===== config.mk =====
export PLATFORM = sky130hd
export DESIGN_NAME = rng_arbiter
export DESIGN_NICKNAME = d
export VERILOG_FILES = /design/src/rtl/rng_arbiter.sv
export SDC_FILE = /design/constraint.sdc
export NUM_CORES = 1
export LEC_CHECK = 0
export CORE_MARGIN = 2
export CORE_UTILIZATION = 35
export DETAILED_ROUTE_END_ITERATION = 16
export SLEW_MARGIN = 25
export SYNTH_ARGS = -nofsm -noshare
export SYNTH_HDL_FRONTEND = slang
export SYNTH_SLANG_ARGS = --single-unit
export TNS_END_PERCENT = 10

===== constraint.sdc =====
create_clock -name clk -period 3.1 [get_ports clk]
set_clock_uncertainty 0.15 [all_clocks]
set_input_delay 0.465 -clock clk [delete_from_list [all_inputs] [get_ports clk]]
set_output_delay 0.465 -clock clk [all_outputs]
set_load 0.03 [all_outputs]

===== src/rtl/rng_arbiter.sv =====
// rng_arbiter: round-robin sharing of one RNG word source between several requesters,
// with a repetition-count health test and a response timeout that latch a sticky fault.
module rng_arbiter #(
   parameter int WIDTH       = 8,
   parameter int NUM_CLIENTS = 4,
   parameter int REP_LIMIT   = 4,
   parameter int TIMEOUT     = 64,
   localparam int IDW        = (NUM_CLIENTS > 1) ? $clog2(NUM_CLIENTS) : 1
) (
   input  logic                   clk,
   input  logic                   reset,
   input  logic [NUM_CLIENTS-1:0] cli_req,
   output logic [NUM_CLIENTS-1:0] cli_valid,
   output logic [WIDTH-1:0]       cli_word,
   output logic [IDW-1:0]         grant_id,
   output logic                   busy,
   output logic                   fault,
   output logic                   rng_en,
   output logic                   rng_req,
   input  logic [WIDTH-1:0]       rng_word,
   input  logic                   rng_valid
);
   localparam int REPW = $clog2(REP_LIMIT + 1);
   localparam int TOW  = $clog2(TIMEOUT + 1);

   // Handshakes: cli_req is a level held until its one-cycle cli_valid pulse;
   // rng_req is held through FETCH and rng_valid is a one-cycle pulse sampled only there.
   typedef enum logic [1:0] {IDLE, FETCH, DELIVER, FAULT} state_t;

   state_t           state;
   logic [IDW-1:0]   rr_ptr;
   logic [REPW-1:0]  rep_cnt;
   logic [TOW-1:0]   to_cnt;
   logic [WIDTH-1:0] prev_word;
   logic             have_prev;
   logic             abandoned;

   logic [IDW-1:0]   pick;
   logic [REPW-1:0]  rep_next;
   logic             health_fail;
   logic             keep_word;

   // First requesting client at or above start, wrapping; the downward scan lets the
   // smallest offset win.
   function automatic logic [IDW-1:0] rr_pick(input logic [NUM_CLIENTS-1:0] req,
                                              input logic [IDW-1:0] start);
      logic [IDW-1:0] sel;
      int idx;
      sel = start;
      for (int i = NUM_CLIENTS - 1; i >= 0; i--) begin
         idx = (int'(start) + i) % NUM_CLIENTS;
         if (req[idx]) sel = IDW'(idx);
      end
      return sel;
   endfunction

   always_comb begin
      pick        = rr_pick(cli_req, rr_ptr);
      rep_next    = (have_prev && rng_word == prev_word) ? rep_cnt + REPW'(1) : REPW'(1);
      health_fail = (int'(rep_next) >= REP_LIMIT);
      keep_word   = !abandoned && cli_req[grant_id];
   end

   always_ff @(posedge clk) begin
      if (reset) begin
         state     <= IDLE;
         rr_ptr    <= '0;
         rep_cnt   <= '0;
         to_cnt    <= '0;
         prev_word <= '0;
         have_prev <= 1'b0;
         abandoned <= 1'b0;
         cli_valid <= '0;
         cli_word  <= '0;
         grant_id  <= '0;
         busy      <= 1'b0;
         fault     <= 1'b0;
         rng_req   <= 1'b0;
         rng_en    <= 1'b1;
      end else begin
         case (state)
            IDLE: begin
               if (|cli_req) begin
                  grant_id  <= pick;
                  rr_ptr    <= (int'(pick) == NUM_CLIENTS - 1) ? '0 : pick + IDW'(1);
                  to_cnt    <= '0;
                  abandoned <= 1'b0;
                  busy      <= 1'b1;
                  rng_req   <= 1'b1;
                  state     <= FETCH;
               end
            end
            FETCH: begin
               if (rng_valid) begin
                  // Every captured word feeds the health test, delivered or not.
                  prev_word <= rng_word;
                  have_prev <= 1'b1;
                  rep_cnt   <= rep_next;
                  rng_req   <= 1'b0;
                  if (health_fail) begin
                     state  <= FAULT;
                     fault  <= 1'b1;
                     rng_en <= 1'b0;
                     busy   <= 1'b0;
                  end else begin
                     state <= DELIVER;
                     if (keep_word) begin
                        cli_valid <= NUM_CLIENTS'(1) << grant_id;
                        cli_word  <= rng_word;
                     end
                  end
               end else if (to_cnt == TOW'(TIMEOUT - 1)) begin
                  state   <= FAULT;
                  fault   <= 1'b1;
                  rng_en  <= 1'b0;
                  rng_req <= 1'b0;
                  busy    <= 1'b0;
               end else begin
                  to_cnt <= to_cnt + TOW'(1);
                  if (!cli_req[grant_id]) abandoned <= 1'b1;
               end
            end
            DELIVER: begin
               cli_valid <= '0;
               cli_word  <= '0;
               busy      <= 1'b0;
               state     <= IDLE;
            end
            FAULT: begin
               state <= FAULT;
            end
            default: begin
               state <= IDLE;
            end
         endcase
      end
   end

endmodule


Yosys cells after proc, flatten, opt, wreduce, memory -nomap -nowiden
Cells that the tools add are included.
{"block": "totals", "wordCells": 118, "reg_bits": 42}
{"block": "classes", "n_reduce_logical": 21, "bitwise_logic": 3, "shifts": 1, "addsub": 6, "n_eq_ne": 16, "order_cmp": 6, "muxes": 51}
{"op": "8-bit 2-to-1 mux", "n": 3}
{"op": "1-bit 2-to-1 mux", "n": 21}
{"op": "7-bit 2-to-1 mux", "n": 3}
{"op": "2-bit 2-to-1 mux", "n": 8}
{"op": "8-bit one-hot mux with 2 select lines", "n": 1}
{"op": "2-bit inequality test (second input constant)", "n": 7}
{"op": "7-bit one-hot mux with 2 select lines", "n": 1}
{"op": "3-bit by 4-bit less-than comparator with 1-bit output (second input constant)", "n": 3}
{"op": "4-bit 2-to-1 mux", "n": 3}
{"op": "4-bit AND reduction", "n": 3}
{"op": "1-bit binary-select mux with 2-bit select", "n": 5}
{"op": "8-bit == test", "n": 1}
{"op": "2-bit one-hot mux with 4 select lines", "n": 1}
{"op": "4-bit one-hot mux with 2 select lines", "n": 1}
{"op": "7-bit by 1-bit adder with 7-bit output (second input constant)", "n": 1}
{"op": "7-bit by 6-bit == test with 1-bit output (second input constant)", "n": 1}
{"op": "2-bit by 3-bit less-than comparator with 1-bit output (second input constant)", "n": 2}
{"op": "3-bit inequality test (second input constant)", "n": 2}
{"op": "2-bit AND reduction", "n": 3}
{"op": "3-bit AND reduction", "n": 2}
{"op": "2-bit nonzero test", "n": 3}
{"op": "2-bit OR reduction", "n": 3}
{"op": "5-bit AND reduction", "n": 1}
{"op": "2-bit by 1-bit adder with 2-bit output (second input constant)", "n": 2}
{"op": "other kinds (16)", "n": 23}

Longest topological paths before layout
{"block": "logic_depth", "ltp_word": 12, "mapped_depth": 8}

Worst setup path after synthesis
OpenSTA, ideal clock, no wires.
{"block": "synth_timing", "kind": "reg2reg", "start": "register grant_id[1]", "end": "register cli_valid[2]", "synth_period_minus_slack_ns": 2.244, "n_path_buf": 1, "arrival_time_ns": 1.977, "setup_slack_ns": 0.856, "setup_ns": 0.117, "path_stages_with_launch": 7, "path_cell_list": "dfxtp_1 > mux4_1 > and2_1 > and2_4 > and3_4 > buf_6 > a32o_1"}
{"block": "synth_between", "elab_chain_cells": 5}
{"element": "start, declared", "line_no": "15", "source": "output logic [IDW-1:0] grant_id,"}
{"element": "start signal, assigned", "line_no": "84", "source": "grant_id <= pick;"}
{"element": "1-bit binary-select mux with 2-bit select / 1-bit by 2-bit left shift with 4-bit output (equally long branches)", "line_no": "61, 108"}
{"element": "1-bit 2-to-1 mux (implied by the code) / 4-bit 2-to-1 mux (equally long branches)", "line_no": "61, 107"}
{"element": "1-bit logical AND / 4-bit 2-to-1 mux (equally long branches)", "line_no": "61, 100"}
{"element": "2-bit inequality test (no source line) / 4-bit 2-to-1 mux (equally long branches)"}
{"element": "4-bit AND reduction (no source line) / 4-bit one-hot mux with 2 select lines (equally long branches)"}
{"element": "end signal, assigned", "line_no": "108", "source": "cli_valid <= NUM_CLIENTS'(1) << grant_id;"}
{"element": "end, declared", "line_no": "13", "source": "output logic [NUM_CLIENTS-1:0] cli_valid,"}
Parallel ways exist; a longest one is shown, timed or not. The select of a mux whose other input is x is not followed.
A chain may end at the register's enable or synchronous reset.

Final worst setup path
{"block": "layout_timing", "start": "input cli_req[2]", "end": "register cli_word[4]"}
{"block": "layout_between", "elab_chain_cells": 5}
{"element": "start, declared", "line_no": "12", "source": "input logic [NUM_CLIENTS-1:0] cli_req,"}
{"element": "1-bit binary-select mux with 2-bit select", "line_no": "61", "source": "keep_word = !abandoned && cli_req[grant_id];"}
{"element": "1-bit 2-to-1 mux (implied by the code)", "line_no": "61"}
{"element": "1-bit logical AND", "line_no": "61"}
{"element": "2-bit inequality test (no source line)"}
{"element": "4-bit AND reduction (no source line)"}
{"element": "end signal, assigned", "line_no": "109", "source": "cli_word <= rng_word;"}
{"element": "end, declared", "line_no": "14", "source": "output logic [WIDTH-1:0] cli_word,"}
No other way between the ends. The select of a mux whose other input is x is not followed.

==> flow_summary_export.csv <==
group,metric,value,unit
detailed_routing,drt_iter0_drc,98,
worst_setup_path,crit_path_end_kind,"register",
detailed_routing,routedWlPerCell,12.5,um
placement,pre_cts_slack,0.294,ns
synthesis,synth.top_cells.by_count,"dfxtp_1, nand2_1, a21oi_1, nor2_1, inv_1",
worst_setup_path,criticalPathCategory,"in -> reg",
placement,place_congestion,0.834,
clock_tree,cts_resized,0,
synthesis,ys_seq_area_share,41.2,%
clock_tree,clk_latency,0.30,ns
synthesis,synth_flop_cell,"dfxtp_1",
synthesis,synthesis.instances,225,
sta,finalCritPeriodShare,79.9,%
clock_tree,clockRootBuffer,"clkbuf_8",
pwr,power.total,1.61,mW
run_status,status,"completed",
detailed_routing,routed_wl,4.19,mm
sta,setup-violations-final,0,
die,num_rows,27,
global_route,grt_first_pass_wirelength,7.27,mm
synthesis,syn_area,0.00204,sq mm
worst_setup_path,cp-start-kind,"input port",
worst_setup_path,r2r_setup_slack,0.76,ns
finish,area_delta_synth_final,25.8,%
sta,hold-worst-slack,0.301,ns
sta,period_minus_slack,2.48,ns
finish,multi_input_area,0.00107,sq mm
clock_tree,ctsHoldBuffers,0,
die,start_util,36.6,%
detailed_routing,drc,0,
sta,relSlewSlack,62.8,%
job,drv_cap,0,
synthesis,syn_nets,248,
die,die_area,0.00646,sq mm
sta,fmax,404,MHz
die,die_x,80.4,um
synthesis,synth_most_common_cell,"dfxtp_1",
placement,post-dp-hpwl,3.11,mm
pwr,cellLeakagePower,0.949,nW
worst_setup_path,crit_fanout,12,
detailed_routing,final_antenna_net_count,0,
worst_setup_path,required,3.20,ns
detailed_routing,vias_per_cell,5.04,
detailed_routing,firstDrtPassIters,4,
clock_tree,cts_tree,"built",
synthesis,synth_top_area_share,41.2,%
die,dieHeight,80.4,um
synthesis,synth_warnings,0,
global_route,grt_antenna_before_repair,0,
finish,n_antenna_cell,0,
clock_tree,clk_pin_slew,0.08,ns
hold_path,worstHoldPathType,"reg -> reg",
die,core_area,0.00557,sq mm
sta,timing.final.ws_setup,0.623,ns
sta,rsz0062_at_grt,"no",
synthesis,synth_area_leaders,"dfxtp_1, ha_1, nand2_1",
finish,final.fill_count,561,
worst_setup_path,arrival,2.57,ns
synthesis,avgSynthCellArea,9.07,sq um
sta,finalHoldViolations,0,
sta,worst_pin_slew,0.557,ns
global_route,globalRouteOverflowTotal,0,
pwr,power_density,628,mW/mm^2
clock_tree,clk_path_buf_depth,2,
synthesis,ys_seq_elements,42,
synthesis,synth_cell_types,44,
global_route,grt_max_degree,15,
finish,final_net_count,284,
clock_tree,cts_num_sinks,42,
pwr,ir_drop,0.273,mV
sta,setup_tns,0,ns
global_route,grt_pass1_vias,1623,
sta,drv_slew,0,
detailed_routing,vias,1683,
global_route,grtUsageTotal,14.3,%
finish,seqCellArea,841,sq um
clock_tree,htree_levels,2,
synthesis,synth_top_cell_by_area,"dfxtp_1",
clock_tree,cts_setup_buffers,0,
synthesis,synth-async-reset-ratio,0,%
placement,portBuffers,32,
synthesis,synth_edf_count,0,
clock_tree,cts_buffers,5,
die,io_pins,33,
finish,drive_above_1_share,11.1,%
-- critical path: stages --
cell	delay [ns]
clkdlybuf4s50_1	0.47
mux4_1	0.53
and2_1	0.19
and2_4	0.17
a221oi_4	0.50
a22o_2	0.24
-- final timing paths --
| check | from | to | cells after the start |
|---|---|---|---|
| max | cli_req[2] | cli_word[4] | 6 |
| min | fault | fault | 2 |
| max reg2reg | grant_id[1] | cli_word[4] | 5 |
| min reg2reg | fault | fault | 2 |
-- per-stage QoR --
step	area [sq um]	util, %	instances
4_1_cts	2570	46.1	334
5_1_grt	2570	46.1	334
2_1_floorplan	2040	-	225
3_5_place_dp	2430	43.6	326
6_report	2570	46.1	334
3_3_place_gp	2430	43.6	326
-- report_power, final --
group	switching [mW]	leakage, nW	total, mW	internal (mW)
clock network	0.195	0.0683	0.517	0.323
logic	0.249	0.539	0.444	0.195
registers	0.0538	0.342	0.652	0.598
-- layout by cell type, fill, tap and decap left out, types with 2 or more instances in the layout --
master,Yosys,routed
nor2b_1,3,3
o22ai_1,3,3
xor2_1,4,4
or3_1,2,2
clkbuf_8,1,5
a41o_1,2,2
ha_1,8,8
a211oi_1,5,5
o211ai_1,3,3
nor4_1,4,4
nand2_1,25,25
a21o_1,2,2
a22o_2,8,8
o21ai_0,7,7
buf_4,0,6
clkdlybuf4s50_1,0,32
and3_1,4,4
xnor2_1,10,10
dfxtp_1,42,42
a32o_1,4,4
nand4_1,5,5
nand3_1,2,2
inv_1,16,16
nor2_1,17,17
nor3_1,5,5
bufinv_16,0,2
a21oi_1,17,17
-- sequential cells by signal (all words and copies together) (netlist names) --
name       cells
cli_word       8
prev_word      8
to_cnt         7
cli_valid      4
rep_cnt        3
grant_id       2
rr_ptr         2
state          2
abandoned      1
busy           1
fault          1
have_prev      1
rng_en         1
rng_req        1
-- routing by layer --
layer  GRT usage, %  vias to the layer above  share of wire [%]  wire (um)
met5              0                        -                  0          0
met4           5.59                        0                1.4         57
met3           3.26                        8                3.6        149
met2           22.1                       29                 45       1880
met1           19.2                      773                 50       2100
li1               -                      873                  -          -
-- logic make-up after synthesis --
| kind of cell | share of synthesized area, % |
|---|---|
| AOI/OAI and AO/OA | 20.8 |
| xor gates and xnor gates | 6.01 |
| adders and majority gates | 4.91 |
| buffers and inverters | 6.19 |
| DFF | 41.2 |
| muxes | 2.33 |
| and+or+nand+nor | 18.6 |
-- cell type report --
type / count / area share [%]
tap: 72 / 3.51
clock buffer: 5 / 2.68
sequential: 42 / 32.7
inverter: 16 / 2.34
clock inverter: 3 / 2.68
timing repair buffer: 38 / 14.2
multi-input combinational: 158 / 41.8
(Power assumes the default switching activity.)
